===== src/rtl/pipe_pkg.sv =====
// -----------------------------------------------------------------------------
// pipe_pkg
// Shared pipeline definitions for the ID/EX boundary.
//   ctrl_t       : 19-bit decoder control bundle, MSB first:
//                  alu_op[3:0], mode[1:0], memtoreg, memwrite, alu_src,
//                  regwrite, syscall, signedext, regdst, beq, bne, jr, jmp,
//                  jal, shift
//   ALU_NOP      : ALU opcode carried by an inserted bubble
//   REG_RA       : link register written by jal
//   BUBBLE_CTRL  : control bundle of a bubble (all flags clear, alu_op=NOP)
//   sel_dst()    : destination register selection used at load time
// -----------------------------------------------------------------------------
package pipe_pkg;

    typedef struct packed {
        logic [3:0] alu_op;
        logic [1:0] mode;
        logic       memtoreg;
        logic       memwrite;
        logic       alu_src;
        logic       regwrite;
        logic       syscall;
        logic       signedext;
        logic       regdst;
        logic       beq;
        logic       bne;
        logic       jr;
        logic       jmp;
        logic       jal;
        logic       shift;
    } ctrl_t;

    localparam int         CTRL_W  = $bits(ctrl_t);
    localparam logic [3:0] ALU_NOP = 4'd13;
    localparam logic [4:0] REG_RA  = 5'd31;

    // alu_op occupies the top four bits; every flag below it is clear.
    localparam ctrl_t BUBBLE_CTRL = ctrl_t'({ALU_NOP, 15'd0});

    // jal links into $ra regardless of the encoded fields; otherwise R-type
    // instructions (regdst) write rd and I-type instructions write rt.
    function automatic logic [4:0] sel_dst(input ctrl_t c,
                                           input logic [4:0] rt,
                                           input logic [4:0] rd);
        logic [4:0] dst;
        if (c.jal) begin
            dst = REG_RA;
        end else if (c.regdst) begin
            dst = rd;
        end else begin
            dst = rt;
        end
        return dst;
    endfunction

endpackage


===== src/rtl/hazard_detect.sv =====
// -----------------------------------------------------------------------------
// hazard_detect
// Load-use hazard detection between the instruction held in EX and the one
// currently decoded in ID. Purely combinational.
// Ports:
//   halt_i        : processor halted; hazard is suppressed while halted
//   ex_valid_i    : EX slot holds a real instruction
//   ex_memtoreg_i : EX instruction is a load
//   ex_dst_i      : EX destination register
//   id_valid_i    : ID slot holds a real instruction
//   id_rs_i/rt_i  : ID source register fields
//   load_use_o    : stall request for one cycle (bubble into EX)
// -----------------------------------------------------------------------------
module hazard_detect (
    input  logic       halt_i,
    input  logic       ex_valid_i,
    input  logic       ex_memtoreg_i,
    input  logic [4:0] ex_dst_i,
    input  logic       id_valid_i,
    input  logic [4:0] id_rs_i,
    input  logic [4:0] id_rt_i,
    output logic       load_use_o
);

    logic dst_nonzero;
    logic dst_match;

    // $zero is never a real dependency.
    assign dst_nonzero = (ex_dst_i != 5'd0);
    assign dst_match   = (ex_dst_i == id_rs_i) || (ex_dst_i == id_rt_i);

    assign load_use_o = ~halt_i & ex_valid_i & ex_memtoreg_i & dst_nonzero
                      & dst_match & id_valid_i;

endmodule


===== src/rtl/id_ex_reg.sv =====
// -----------------------------------------------------------------------------
// id_ex_reg
// ID/EX pipeline register with flush, stall, load-use bubble insertion and a
// sticky syscall halt.
// Configuration macro: ID_EX_BUBBLE_CNT_EN
//   defined   -> bubble_cnt counts inserted bubbles, saturating at all-ones
//   undefined -> bubble_cnt is constant 0 and no counter is built
// Ports:
//   clk, rst_n            : clock, synchronous active-low reset
//   valid_in, ctrl_in     : ID instruction valid and decoded control bundle
//   pc_in, rs_data,
//   rt_data, imm_in       : ID PC, operands and extended immediate (DW bits)
//   rs_addr, rt_addr,
//   rd_addr, shamt        : ID register fields and shift amount
//   stall, flush          : hold / squash of the ID/EX register
//   ex_*                  : registered EX-stage copies; ex_dst is the
//                           resolved write register
//   load_use              : load-use hazard, upstream holds PC and IF/ID
//   halt                  : sticky syscall halt
//   bubble_cnt            : number of inserted bubbles
// Per-cycle priority: reset > halt > flush > stall > load_use > load.
// -----------------------------------------------------------------------------
module id_ex_reg
    import pipe_pkg::*;
#(
    parameter int DW = 32
) (
    input  logic          clk,
    input  logic          rst_n,
    input  logic          valid_in,
    input  ctrl_t         ctrl_in,
    input  logic [DW-1:0] pc_in,
    input  logic [DW-1:0] rs_data,
    input  logic [DW-1:0] rt_data,
    input  logic [DW-1:0] imm_in,
    input  logic [4:0]    rs_addr,
    input  logic [4:0]    rt_addr,
    input  logic [4:0]    rd_addr,
    input  logic [4:0]    shamt,
    input  logic          stall,
    input  logic          flush,
    output logic          ex_valid,
    output ctrl_t         ex_ctrl,
    output logic [DW-1:0] ex_pc,
    output logic [DW-1:0] ex_rs_data,
    output logic [DW-1:0] ex_rt_data,
    output logic [DW-1:0] ex_imm,
    output logic [4:0]    ex_rs_addr,
    output logic [4:0]    ex_rt_addr,
    output logic [4:0]    ex_dst,
    output logic [4:0]    ex_shamt,
    output logic          load_use,
    output logic          halt,
    output logic [31:0]   bubble_cnt
);

    logic          ex_valid_q,   ex_valid_d;
    ctrl_t         ex_ctrl_q,    ex_ctrl_d;
    logic [DW-1:0] ex_pc_q,      ex_pc_d;
    logic [DW-1:0] ex_rs_data_q, ex_rs_data_d;
    logic [DW-1:0] ex_rt_data_q, ex_rt_data_d;
    logic [DW-1:0] ex_imm_q,     ex_imm_d;
    logic [4:0]    ex_rs_addr_q, ex_rs_addr_d;
    logic [4:0]    ex_rt_addr_q, ex_rt_addr_d;
    logic [4:0]    ex_dst_q,     ex_dst_d;
    logic [4:0]    ex_shamt_q,   ex_shamt_d;
    logic          halt_q,       halt_d;
    logic          load_use_w;

    hazard_detect u_hazard (
        .halt_i        (halt_q),
        .ex_valid_i    (ex_valid_q),
        .ex_memtoreg_i (ex_ctrl_q.memtoreg),
        .ex_dst_i      (ex_dst_q),
        .id_valid_i    (valid_in),
        .id_rs_i       (rs_addr),
        .id_rt_i       (rt_addr),
        .load_use_o    (load_use_w)
    );

    always_comb begin
        ex_valid_d   = ex_valid_q;
        ex_ctrl_d    = ex_ctrl_q;
        ex_pc_d      = ex_pc_q;
        ex_rs_data_d = ex_rs_data_q;
        ex_rt_data_d = ex_rt_data_q;
        ex_imm_d     = ex_imm_q;
        ex_rs_addr_d = ex_rs_addr_q;
        ex_rt_addr_d = ex_rt_addr_q;
        ex_dst_d     = ex_dst_q;
        ex_shamt_d   = ex_shamt_q;

        // A syscall only halts once it is a real instruction sitting in EX.
        halt_d = halt_q | (ex_valid_q & ex_ctrl_q.syscall);

        if (halt_q) begin
            // Frozen: flush, stall and new ID contents are all ignored.
        end else if (flush || (!stall && load_use_w)) begin
            ex_valid_d   = 1'b0;
            ex_ctrl_d    = BUBBLE_CTRL;
            ex_pc_d      = '0;
            ex_rs_data_d = '0;
            ex_rt_data_d = '0;
            ex_imm_d     = '0;
            ex_rs_addr_d = '0;
            ex_rt_addr_d = '0;
            ex_dst_d     = '0;
            ex_shamt_d   = '0;
        end else if (stall) begin
            // External hold, including while a load-use hazard is pending.
        end else begin
            ex_valid_d   = valid_in;
            ex_ctrl_d    = ctrl_in;
            ex_pc_d      = pc_in;
            ex_rs_data_d = rs_data;
            ex_rt_data_d = rt_data;
            ex_imm_d     = imm_in;
            ex_rs_addr_d = rs_addr;
            ex_rt_addr_d = rt_addr;
            ex_dst_d     = sel_dst(ctrl_in, rt_addr, rd_addr);
            ex_shamt_d   = shamt;
        end
    end

    // ---- ID/EX register boundary ----
    always_ff @(posedge clk) begin
        if (!rst_n) begin
            ex_valid_q   <= 1'b0;
            ex_ctrl_q    <= BUBBLE_CTRL;
            ex_pc_q      <= '0;
            ex_rs_data_q <= '0;
            ex_rt_data_q <= '0;
            ex_imm_q     <= '0;
            ex_rs_addr_q <= '0;
            ex_rt_addr_q <= '0;
            ex_dst_q     <= '0;
            ex_shamt_q   <= '0;
            halt_q       <= 1'b0;
        end else begin
            ex_valid_q   <= ex_valid_d;
            ex_ctrl_q    <= ex_ctrl_d;
            ex_pc_q      <= ex_pc_d;
            ex_rs_data_q <= ex_rs_data_d;
            ex_rt_data_q <= ex_rt_data_d;
            ex_imm_q     <= ex_imm_d;
            ex_rs_addr_q <= ex_rs_addr_d;
            ex_rt_addr_q <= ex_rt_addr_d;
            ex_dst_q     <= ex_dst_d;
            ex_shamt_q   <= ex_shamt_d;
            halt_q       <= halt_d;
        end
    end

`ifdef ID_EX_BUBBLE_CNT_EN
    logic        bubble_ins;
    logic [31:0] bubble_cnt_q, bubble_cnt_d;

    // Same condition that selects the bubble branch above.
    assign bubble_ins = ~halt_q & (flush | (~stall & load_use_w));

    always_comb begin
        bubble_cnt_d = bubble_cnt_q;
        if (bubble_ins && (bubble_cnt_q != 32'hFFFF_FFFF)) begin
            bubble_cnt_d = bubble_cnt_q + 32'd1;
        end
    end

    always_ff @(posedge clk) begin
        if (!rst_n) begin
            bubble_cnt_q <= '0;
        end else begin
            bubble_cnt_q <= bubble_cnt_d;
        end
    end

    assign bubble_cnt = bubble_cnt_q;
`else
    assign bubble_cnt = '0;
`endif

    assign ex_valid   = ex_valid_q;
    assign ex_ctrl    = ex_ctrl_q;
    assign ex_pc      = ex_pc_q;
    assign ex_rs_data = ex_rs_data_q;
    assign ex_rt_data = ex_rt_data_q;
    assign ex_imm     = ex_imm_q;
    assign ex_rs_addr = ex_rs_addr_q;
    assign ex_rt_addr = ex_rt_addr_q;
    assign ex_dst     = ex_dst_q;
    assign ex_shamt   = ex_shamt_q;
    assign load_use   = load_use_w;
    assign halt       = halt_q;

endmodule


===== config.mk =====
export PLATFORM = sky130hd
export DESIGN_NAME = id_ex_reg
export DESIGN_NICKNAME = d
export VERILOG_FILES = /design/src/rtl/pipe_pkg.sv /design/src/rtl/hazard_detect.sv /design/src/rtl/id_ex_reg.sv
export SDC_FILE = /design/constraint.sdc
export NUM_CORES = 1
export LEC_CHECK = 0
export ABC_AREA = 1
export ABC_CLOCK_PERIOD_IN_PS = 1200
export CAP_MARGIN = 20
export CORE_AREA = 2 2 146 148
export CTS_CLUSTER_SIZE = 12
export DETAILED_ROUTE_END_ITERATION = 6
export DIE_AREA = 0 0 148 150
export PLACE_DENSITY = 0.81
export SKIP_CTS_REPAIR_TIMING = 1
export SLEW_MARGIN = 20
export SYNTH_ARGS = -nofsm -noshare
export SYNTH_HDL_FRONTEND = slang
export SYNTH_SLANG_ARGS = --single-unit

===== constraint.sdc =====
create_clock -name clk -period 1.2 [get_ports clk]
set_input_delay 0.12 -clock clk [delete_from_list [all_inputs] [get_ports clk]]
set_output_delay 0.12 -clock clk [all_outputs]
set_load 0.01 [all_outputs]

======== Word level (Yosys, flattened, before mapping) ========
Index checks and enable logic that the tools add are counted.
operators by class
  equality and inequality tests ........... 3
  mux-type cells .......................... 22
  bitwise operators ....................... 8
  reduce and logical (&&, ||, !) cells .... 6
operators by type and width
  kind                                                             count
  32-bit two-way mux                                               8
  5-bit two-way mux                                                10
  19-bit two-way mux                                               2
  5-bit equality test                                              2
  1-bit AND                                                        6
  5-bit nonzero test                                               1
  1-bit logical OR                                                 2
  1-bit two-way mux                                                2
  2-bit by 1-bit != test with 1-bit output, second input constant  1
  2-bit AND reduction                                              1
  1-bit logical AND                                                1
  1-bit logical NOT                                                1
  1-bit NOT                                                        1
  1-bit bitwise OR                                                 1
word-level totals
  flip-flop bits (word level) ............. 169
  input port bits ......................... 172
  output and inout port bits .............. 202
  word-level logic and storage cells ...... 64

======== Logic depth before layout (Yosys ltp) ========
Gate-level depths: netlist of the first run.
  word-level depth ........................ 10
  mapped depth ............................ 11
  mapped depth without buffers ............ 10

======== By module ========
Synthesis of the first run repeated with hierarchy kept, for this count alone.
unflattened totals
  cell total of the unflattened synthesis .. 838
  area, all modules ....................... 6393.6 um^2
by module, submodules not included
  module         times used  cells each  area each (um^2)  sequential area each (um^2)
  id_ex_reg      1           791         6189.7            3383.2
  hazard_detect  1           47          203.9             0.0

======== Worst setup path after synthesis of the first run ========
No wires, ideal clock.
  kind .................................... flip-flop to flip-flop
  start ................................... register ex_dst_q[3], in the netlist ex_dst[3]
  end ..................................... register ex_rs_data_q[17], in the netlist ex_rs_data[17]
  setup time .............................. 0.132 ns
  arrival time ............................ 1.292 ns
  data required time ...................... 1.068 ns
  setup slack ............................. -0.224 ns
  cell stages (with the launch flop) ...... 12
  path buffers ............................ 2
  clock period less this slack ............ 1.424 ns
  path through ............................ dfxtp_1 inv_1 nand2_1 nand2_1 nor2_1 nand3_1 nand2_1 nand2_2 buf_4 buf_6 nand3_1 a21oi_1
between the ends
  longest elaborated chain between the ends .. 8
  elaborated cells between the ends (all ways) .. 12
  classes of those cells .................. eq/ne: 3; mux: 1; bitwise: 3; reduce/logical: 5
ends and longest elaborated chain
  item                                                              RTL line                                  text
  from (decl)                                                       id_ex_reg.sv:65                           logic [4:0] ex_dst_q, ex_dst_d;
  from (signal assigned)                                            id_ex_reg.sv:148                          ex_dst_q <= ex_dst_d;
  5-bit nonzero test / 5-bit equality test (equally long branches)  hazard_detect.sv:29, hazard_detect.sv:30
  1-bit AND / 1-bit logical OR (equally long branches)              hazard_detect.sv:32, hazard_detect.sv:30
  1-bit AND (*) (2 in a row)                                        hazard_detect.sv:33                       & dst_match & id_valid_i;
  1-bit logical AND (*)                                             id_ex_reg.sv:98                           end else if (flush || (!stall && load_use_w)) begin
  1-bit logical OR (*)                                              id_ex_reg.sv:98
  2-bit by 1-bit != test with 1-bit output (no line)                -
  2-bit AND reduction (no line)                                     -
  to (signal assigned)                                              id_ex_reg.sv:143                          ex_rs_data_q <= ex_rs_data_d;
  to (decl)                                                         id_ex_reg.sv:60                           logic [DW-1:0] ex_rs_data_q, ex_rs_data_d;
Every way passes the cells marked *; elsewhere a longest branch is shown, timed or not.
A chain may end at the register's enable or synchronous reset.

======== Final worst setup path of the first run ========
  start ................................... register ex_dst_q[4], in the netlist ex_dst[4]
  end ..................................... output load_use
between the ends
  longest elaborated chain between the ends .. 4
  elaborated cells between the ends (all ways) .. 7
  classes of those cells .................. eq/ne: 2; bitwise: 3; reduce/logical: 2
ends and longest elaborated chain
  item                                                              RTL line                                  text
  5-bit nonzero test / 5-bit equality test (equally long branches)  hazard_detect.sv:29, hazard_detect.sv:30
  1-bit AND / 1-bit logical OR (equally long branches)              hazard_detect.sv:32, hazard_detect.sv:30
  1-bit AND (*) (2 in a row)                                        hazard_detect.sv:33
  to (decl)                                                         id_ex_reg.sv:52                           output logic load_use,
Marks and branches as above.

==> impl_metrics.csv, run 1 <==
group,metric,value,unit
critical_path,r2r-start,"ex_dst[4]$_SDFFE_PN0P_",
clock_tree,clkLatencyLatePin,420,ps
critical_path,r2r_cells,10,
floorplan,chipHeight,150,um
worst_hold_path,whs_path_depth,3,
yosys,synth-seq-area-share,0.506,
floorplan,rows,53,
pwr,peakVddDrop,0.000883,V
sta,max_freq,0.600,GHz
detailed_routing,drt_first_pass_iters,4,
placement,io_buffer_count,341,
clock_tree,path_clk_slew,70,ps
finish,postLayoutCoreUtil,0.566,
finish,area_growth,75.3,%
clock_tree,cts_buffer_depth,2,
finish,final_cell_mix,"clkdlybuf4s50_1, nand2_1, dfxtp_1, nand3_1, a21oi_1",
global_route,grt.busiest_layer,"met2",
finish,design_area,0.0117,sq mm
clock_tree,cts_sinks,169,
global_route,grt_overflow,0,
global_route,antenna_found_initial,1,
detailed_routing,antenna_left,0,
yosys,synth_cells,860,
critical_path,reg2reg_to,"ex_rt_data[24]$_SDFFE_PN0P_",
yosys,yosysTopAreaCellShare,0.506,
yosys,yosysWarnings,0,
pwr,p_sw_frac,0.260,
clock_tree,numCtsBuffers,17,
clock_tree,cts_tree,"yes",
critical_path,cp-end-kind,"output port",
critical_path,crit_family,"simple AND/OR/NAND/NOR gates",
yosys,syn_avg_cell_area,7.77,sq um
global_route,first_global_vias,6740,
critical_path,cp_max_fo,6,
clock_tree,root_buffer,"clkbuf_16",
critical_path,cp_num_buf_inv,4,
status,violations,"negative setup slack",
pwr,power_density,1180,mW/mm^2
pwr,p_int,10.3,mW
sta,rsz0062_at_grt,"yes",
critical_path,worstPathRequired,1080,ps
pwr,p_leak,4.38,nW
status,status,"finished with violations",
yosys,yosysUniqueCellTypes,20,
pwr,pwr-share-comb,0.178,
worst_hold_path,min_to,"ex_pc[18]$_SDFFE_PN0P_",
global_route,grt_max_degree,50,
critical_path,crit_type,"register to output port",
sta,drv_slew,0,
sta,final.setup.tns,-97580,ps
pwr,seqPwrFrac,0.434,
critical_path,path_cells,"buf_6 > nor3_2 > nand3_1 > nand3_2 > inv_4 > nand2_8 > inv_2 > buf_6",
sta,skew,12.1,ps
floorplan,fp.dieW,148,um
detailed_routing,wirelength,24.5,mm
detailed_routing,drt_iter0_markers,369,
finish,final_layout_size_suffix_gt1_frac,0.155,
sta,finalCriticalPeriod,1670,ps
sta,setup_viol,335,
job,cap_viol_max_count,0,
global_route,globalRouteMet2Util,0.333,
pwr,pwr-share-clk,0.389,
detailed_routing,vias,7192,
global_route,grt_use_met1,0.240,
critical_path,r2r_slack,-450,ps
detailed_routing,drc,0,
worst_hold_path,hp-start,"pc_in[18]",
detailed_routing,wl_per_cell,16.3,um
yosys,synth_top_area_cell,"dfxtp_1",
global_route,grt_pass1_wl,35.5,mm
finish,fillerInstances,1846,
yosys,syn_area,0.00668,sq mm
critical_path,path_common_cell,"buf_6",
sta,report.final.hold_viol_count,0,
floorplan,core,0.0207,sq mm
placement,dpl-instance-area,0.0107,sq mm
placement,place.gp.congestion,0.810,
clock_tree,cts_htree_levels,4,
pwr,p_sw,3.60,mW
placement,hpwl,17.1,mm
yosys,synth.area.top_cells,"dfxtp_1, nand3_1, a21oi_1, nand2_1, buf_4",
critical_path,arrival,1550,ps
global_route,use_met3,0.0588,
floorplan,dieArea,0.0222,sq mm
worst_hold_path,hold_path.class,"primary input to register",
floorplan,ios,374,
global_route,track_usage,0.200,
floorplan,initial_core_util,0.323,
detailed_routing,vias_per_cell,4.79,
sta,layout_setup_ws,-467,ps
finish,layout_commonest_cell,"clkdlybuf4s50_1",
critical_path,critPathMaxStageDelay,380,ps
sta,finalCritPeriodShare,1.39,
critical_path,crit_slowest_cell,"dfxtp_4",
yosys,ys_ff_latch,169,
critical_path,cp-start-kind,"register",
finish,fin_nets,1385,
==> kinds of logic after synthesis <==
kind of cell              count (synthesis)  share of synthesized area
and+or+nand+nor                         387                      0.252
buffers and inverters                   128                      0.108
DFF                                     169                      0.506
xor gates and xnor gates                  2                    0.00262
other                                     1                   0.000561
AOI/OAI and AO/OA                       173                      0.130
==> Yosys cell counts <==
cell type	count
nand2_1	201
nand3_1	171
a21oi_1	169
dfxtp_1	169
clkbuf_1	35
buf_4	34
buf_2	21
inv_1	21
buf_6	12
nor2_1	9
buf_1	4
nand3b_1	3
o21ai_0	3
xnor2_1	2
conb_1	1
inv_2	1
nand2_2	1
nor2_2	1
nor3_1	1
o21ai_2	1
==> power groups by stage <==
stage | logic, mW | clock network [mW] | registers, mW
finish | 2.47 | 5.40 | 6.02
global route | 2.65 | 5.76 | 6.04
CTS | 2.38 | 5.51 | 6.02
detailed placement | 2.37 | 0 | 6.14
global placement | 2.35 | 0 | 6.13
floorplan | 0.802 | 0 | 6.26
==> worst max-delay path by stage <==
stage,start,to,cells past startpoint
after detailed placement,rt_addr[0],ex_rt_data[3]$_SDFFE_PN0P_,11
after global placement,rs_addr[4],load_use,10
final,ex_dst[4]$_SDFFE_PN0P_,load_use,8
after CTS,ex_dst[4]$_SDFFE_PN0P_,load_use,9
after floorplan,ex_dst[3]$_SDFFE_PN0P_,ex_ctrl[6]$_SDFFE_PN0P_,11
after global routing,ex_dst[4]$_SDFFE_PN0P_,load_use,8
==> through the flow <==
| step | power (mW) | std cells | setup WS (ps) | hold slack [ps] |
|---|---|---|---|---|
| final | 13.9 | 1502 | -467 | 276 |
| after global routing | 14.5 | 1502 | -542 | 267 |
| after CTS | 13.9 | 1493 | -974 | 255 |
| after detailed placement | 8.51 | 1461 | -809 | 454 |
| after global placement | 8.48 | 1461 | -833 | 449 |
| after floorplan | 7.06 | 891 | -132 | 189 |
==> area by class of cell <==
type / instances / area [sq um] / area share
timing repair buffer: 409 / 4280 / 0.365
clock inverter: 11 / 110 / 0.00940
sequential: 169 / 3400 / 0.290
clock buffer: 21 / 460 / 0.0393
tap: 275 / 344 / 0.0294
multi-input combinational: 594 / 3030 / 0.259
antenna: 1 / 2.50 / 0.000214
inverter: 22 / 87.6 / 0.00747
==> per-layer routing <==
| metal | wire length, um | vias up |
|---|---|---|
| met1 | 10100 | 3373 |
| met3 | 1680 | 47 |
| met5 | 0 | - |
| li1 | - | 3515 |
| met2 | 11900 | 257 |
| met4 | 797 | 0 |
==> sequential cells by signal, indices dropped and copies added (netlist names) <==
signal / flops
ex_rt_addr: 5
ex_imm: 32
ex_rs_addr: 5
ex_ctrl: 19
halt: 1
ex_pc: 32
ex_dst: 5
ex_rt_data: 32
ex_rs_data: 32
ex_valid: 1
ex_shamt: 5
==> tightest hold or removal path: stages <==
cell and delay, ps:
clkdlybuf4s50_1 390, nand3_1 80, a21oi_1 50
(Power assumes the default switching activity.)
==> run 2: changes to the inputs <==
--- a/config.mk
+++ b/config.mk
@@ -8,13 +8,17 @@
 export ABC_AREA = 1
 export ABC_CLOCK_PERIOD_IN_PS = 1200
 export CAP_MARGIN = 20
-export CORE_AREA = 2 2 146 148
+export CELL_PAD_IN_SITES_DETAIL_PLACEMENT = 0
+export CELL_PAD_IN_SITES_GLOBAL_PLACEMENT = 1
+export CORE_MARGIN = 2
+export CORE_UTILIZATION = 24
 export CTS_CLUSTER_SIZE = 12
 export DETAILED_ROUTE_END_ITERATION = 6
-export DIE_AREA = 0 0 148 150
-export PLACE_DENSITY = 0.81
+export PLACE_DENSITY = 0.86
 export SKIP_CTS_REPAIR_TIMING = 1
+export SKIP_LAST_GASP = 1
 export SLEW_MARGIN = 20
 export SYNTH_ARGS = -nofsm -noshare
 export SYNTH_HDL_FRONTEND = slang
 export SYNTH_SLANG_ARGS = --single-unit
+export TNS_END_PERCENT = 100
==> run 2 against run 1 <==
The run still ends with negative setup slack left; global-route usage decreased by 4.4 points; clock-buffer cell count shrank 2; final area rose by 0.53%; combinational power decreased by 3%; sequential power barely moved; die area grew 32%; total power increased by 5.6%; critical path depth up 2; worst setup slack worse by 28 ps; first-iteration DRC count is 10% lower; clock skew about the same; clock power rose by 16%.
==> impl_metrics.csv, run 2 (synthesis results as in run 1) <==
group,metric,value,unit
clock_tree,cts_tree,"yes",
detailed_routing,drc,0,
finish,fillerInstances,2763,
pwr,p_leak,4.42,nW
floorplan,ios,374,
detailed_routing,vias_per_cell,4.36,
critical_path,arrival,1580,ps
status,violations,"negative setup slack",
finish,fin_nets,1390,
detailed_routing,antenna_left,0,
global_route,grt_pass1_wl,35.9,mm
detailed_routing,drt_iter0_markers,332,
clock_tree,cts_sinks,169,
sta,finalCritPeriodShare,1.41,
finish,layout_commonest_cell,"clkdlybuf4s50_1",
sta,finalCriticalPeriod,1700,ps
global_route,grt_max_degree,47,
critical_path,path_cells,"nand2_1 > inv_1 > nor2_1 > buf_4 > nor2_4 > nand3_2 > nand2_4 > nand2_8 > inv_2 > buf_6",
status,status,"finished with violations",
worst_hold_path,hp-start,"ctrl_in[4]",
placement,hpwl,17.4,mm
finish,final_layout_size_suffix_gt1_frac,0.122,
sta,report.final.hold_viol_count,0,
global_route,grt_overflow,0,
critical_path,crit_type,"register to output port",
clock_tree,root_buffer,"clkbuf_16",
clock_tree,clkLatencyLatePin,420,ps
critical_path,r2r_cells,12,
critical_path,critPathMaxStageDelay,390,ps
finish,final_cell_mix,"clkdlybuf4s50_1, nand2_1, a21oi_1, dfxtp_1, nand3_1",
critical_path,worstPathRequired,1080,ps
pwr,finalPower,14.6,mW
floorplan,initial_core_util,0.242,
placement,dp_slack,-910,ps
critical_path,cp_max_fo,6,
pwr,peakVddDrop,0.000731,V
critical_path,crit_slowest_cell,"dfxtp_4",
job,cap_viol_max_count,0,
clock_tree,cts_htree_levels,4,
detailed_routing,wl_per_cell,15.3,um
clock_tree,path_clk_slew,70,ps
finish,fin_cells,1611,
floorplan,chipHeight,171,um
critical_path,cp-end-kind,"output port",
sta,max_freq,0.590,GHz
sta,layout_setup_ws,-495,ps
floorplan,core,0.0276,sq mm
floorplan,fp.dieW,171,um
detailed_routing,vias,7032,
floorplan,dieArea,0.0292,sq mm
placement,place.gp.congestion,0.769,
clock_tree,numCtsBuffers,17,
sta,setup_viol,338,
placement,dpl-instance-area,0.0109,sq mm
sta,skew,12.2,ps
pwr,power_density,1240,mW/mm^2
global_route,first_global_vias,6573,
finish,area_growth,76.3,%
worst_hold_path,whs_path_depth,3,
critical_path,cp-start-kind,"register",
sta,whs,269,ps
placement,placed_cells,1571,
floorplan,rows,61,
clock_tree,cts_buffer_depth,2,
worst_hold_path,min_to,"ex_ctrl[4]$_SDFFE_PN0P_",
sta,drv_slew,0,
sta,rsz0062_at_grt,"yes",
global_route,antenna_found_initial,3,
global_route,track_usage,0.157,
critical_path,reg2reg_to,"ex_ctrl[5]$_SDFFE_PN0P_",
worst_hold_path,hold_path.class,"primary input to register",
finish,design_area,0.0118,sq mm
critical_path,r2r-start,"ex_dst[0]$_SDFFE_PN0P_",
critical_path,r2r_slack,-430,ps
placement,io_buffer_count,341,
detailed_routing,wirelength,24.6,mm
detailed_routing,drt_first_pass_iters,4,
## run 2: how the worst max path moves through the flow
| stage | from | endpoint | depth (start not counted) |
|---|---|---|---|
| after floorplan | ex_dst[3]$_SDFFE_PN0P_ | ex_ctrl[6]$_SDFFE_PN0P_ | 11 |
| after detailed placement | rt_addr[0] | load_use | 11 |
| after global routing | ex_dst[0]$_SDFFE_PN0P_ | load_use | 10 |
| final | ex_dst[0]$_SDFFE_PN0P_ | load_use | 10 |
| after CTS | ex_dst[0]$_SDFFE_PN0P_ | load_use | 9 |
| after global placement | rt_addr[0] | load_use | 11 |
## run 2: worst max-delay path, delay by kind of cell (launching register included)
| family | cells | cell delay (ps) |
|---|---|---|
| buffers and inverters | 4 | 330 |
| flip-flops | 1 | 390 |
| AND/OR/NAND/NOR | 6 | 450 |
## run 2: final cells by class
class                           instances  area (sq um)  area share
Multi-Input combinational cell        594          2880       0.244
Antenna cell                            2          5.00    0.000425
Clock buffer                           19           454      0.0386
Inverter                               22          85.1     0.00722
Timing Repair Buffer                  414          4280       0.363
Sequential cell                       169          3400       0.289
Tap cell                              378           473      0.0401
Clock inverter                         13           203      0.0172
## run 2: stage by stage
step           TNS [ps]  utilization
5_1_grt         -129100        0.426
4_1_cts         -121920        0.419
2_1_floorplan    -16090            -
3_3_place_gp    -131260        0.395
3_5_place_dp    -124420        0.395
6_report        -100190        0.426
## run 2: power by group
group | internal, mW | switching, mW | total [mW]
sequential | 5.87 | 0.143 | 6.01
combinational | 1.37 | 1.02 | 2.39
clock | 3.69 | 2.56 | 6.25
## run 2: per-layer routing
layer / GRT usage / wire length, um / vias to the layer above
met5: 0 / 20 / -
met4: 0.0483 / 553 / 4
met3: 0.0472 / 1670 / 32
met2: 0.268 / 12000 / 210
met1: 0.189 / 10300 / 3263
li1: - / - / 3523
==> run 3: changes to the inputs <==
--- a/config.mk
+++ b/config.mk
@@ -12,9 +12,11 @@
 export CELL_PAD_IN_SITES_GLOBAL_PLACEMENT = 1
 export CORE_MARGIN = 2
 export CORE_UTILIZATION = 24
+export CTS_BUF_LIST = sky130_fd_sc_hd__clkbuf_4
 export CTS_CLUSTER_SIZE = 12
 export DETAILED_ROUTE_END_ITERATION = 6
 export PLACE_DENSITY = 0.86
+export REMOVE_ABC_BUFFERS = 1
 export SKIP_CTS_REPAIR_TIMING = 1
 export SKIP_LAST_GASP = 1
 export SLEW_MARGIN = 20
==> run 3 against run 2 <==
The flow still finishes with violations (negative setup slack); final area decreased by 6.0%; flip-flop and latch count unchanged; critical path depth unchanged; non-clock buffer count decreased by 22; first-iteration DRC count increased by 7.2%; worst setup slack got worse by 83 ps; clock skew increased by 9.9 ps; routed wire length decreased by 3.1%; critical path type is now register to register; largest cell class unchanged.
==> impl_metrics.csv, run 3 (synthesis results as in run 1) <==
group,metric,value,unit
status,status,"finished with violations",
status,violations,"negative setup slack",
clock_tree,cts_buffer_depth,2,
clock_tree,cts_htree_levels,4,
floorplan,ios,374,
detailed_routing,drc,0,
placement,hpwl,16.1,mm
pwr,peakVddDrop,0.000524,V
sta,report.final.hold_viol_count,0,
placement,dpl-instance-area,0.0106,sq mm
critical_path,cp_num_buf_inv,4,
job,cap_viol_max_count,0,
global_route,grt_overflow,0,
floorplan,core,0.0276,sq mm
finish,fin_nets,1368,
critical_path,r2r-start,"ex_dst[4]$_SDFFE_PN0P_",
floorplan,dieArea,0.0292,sq mm
critical_path,crit_slowest_cell,"dfxtp_4",
critical_path,worstPathRequired,1690,ps
critical_path,arrival,2270,ps
sta,finalCriticalPeriod,1780,ps
clock_tree,cts_sinks,169,
critical_path,crit_family,"simple AND/OR/NAND/NOR gates",
detailed_routing,drt_iter0_markers,356,
finish,design_area,0.0111,sq mm
global_route,antenna_found_initial,1,
pwr,p_leak,4.12,nW
worst_hold_path,whs_path_depth,3,
detailed_routing,wirelength,23.8,mm
worst_hold_path,hp-start,"rt_data[18]",
sta,finalCritPeriodShare,1.48,
sta,skew,22.0,ps
floorplan,initial_core_util,0.242,
detailed_routing,wl_per_cell,15.0,um
detailed_routing,drt_first_pass_iters,4,
detailed_routing,vias_per_cell,4.42,
clock_tree,numCtsBuffers,17,
detailed_routing,antenna_left,0,
global_route,grt_pass1_wl,35.0,mm
sta,layout_setup_ws,-579,ps
clock_tree,clkLatencyLatePin,550,ps
floorplan,chipHeight,171,um
finish,final_layout_size_suffix_gt1_frac,0.0911,
critical_path,cp-start-kind,"register",
finish,final_cell_mix,"clkdlybuf4s50_1, nand2_1, nand3_1, a21oi_1, dfxtp_1",
clock_tree,root_buffer,"clkbuf_4",
critical_path,cp-end-kind,"register",
critical_path,crit_path_start,"ex_dst[4]$_SDFFE_PN0P_",
global_route,grt_max_degree,59,
critical_path,crit_cells,10,
critical_path,critPathMaxStageDelay,390,ps
placement,io_buffer_count,341,
floorplan,rows,61,
placement,place.gp.congestion,0.748,
finish,area_growth,65.8,%
detailed_routing,vias,7018,
pwr,power_density,1080,mW/mm^2
global_route,track_usage,0.151,
sta,setup_viol,338,
clock_tree,path_clk_slew,160,ps
critical_path,crit_type,"register to register",
finish,layout_commonest_cell,"clkdlybuf4s50_1",
critical_path,path_cells,"nor3_1 > nand3_1 > nand3_1 > inv_2 > nand2_4 > buf_4 > buf_8 > buf_4 > nand3_1 > a21oi_1",
worst_hold_path,hold_path.class,"primary input to register",
critical_path,path_common_cell,"nand3_1",
sta,rsz0062_at_grt,"yes",
critical_path,cp_max_fo,7,
sta,final.setup.tns,-136780,ps
clock_tree,cts_tree,"yes",
global_route,first_global_vias,6537,
sta,drv_slew,0,
critical_path,r2r_cells,10,
sta,max_freq,0.562,GHz
floorplan,fp.dieW,171,um
-- run 3: final timing paths --
kind | to | slack, ps
worst max register to register | ex_imm[22]$_SDFFE_PN0P_ | -580
worst min register to register | ex_imm[2]$_SDFFE_PN0P_ | 470
worst max-delay path | ex_imm[22]$_SDFFE_PN0P_ | -580
worst min-delay path | ex_rt_data[18]$_SDFFE_PN0P_ | 120
-- run 3: layout make-up --
cell class / instances / area, sq um
tap: 378 / 473
multi-input combinational: 594 / 2740
timing repair buffer: 392 / 4070
inverter: 22 / 85.1
sequential: 169 / 3400
antenna: 1 / 2.50
fill: 2848 / 16600
clock buffer: 18 / 135
clock inverter: 13 / 169
-- run 3: stage by stage --
step | power, mW | instances | setup WS, ps | hold slack, ps | util
after floorplan | 6.94 | 785 | -6030 | 189 | -
after global placement | 8.39 | 1548 | -803 | 450 | 0.382
after detailed placement | 8.42 | 1548 | -786 | 454 | 0.382
after CTS | 12.2 | 1579 | -1260 | 33.2 | 0.393
after global routing | 12.6 | 1587 | -750 | 36.3 | 0.401
final | 12.0 | 1587 | -579 | 123 | 0.401
-- run 3: where the power goes --
group,internal (mW),switching (mW),leakage (nW)
sequential,5.87,0.147,1.39
combinational,1.31,0.979,2.57
clock,1.48,2.17,0.154
total,8.67,3.29,4.12
-- run 3: layer usage --
metal	routed length [um]	share of wire	global-route usage
met1	10000	0.42	0.178
met4	308	0.013	0.0416
met5	0	0	0
met2	11500	0.48	0.257
met3	1990	0.084	0.0560
-- run 3: tightest hold or removal path, stage by stage --
cell and delay, ps:
clkdlybuf4s50_1 390, nand3_1 80, a21oi_1 50
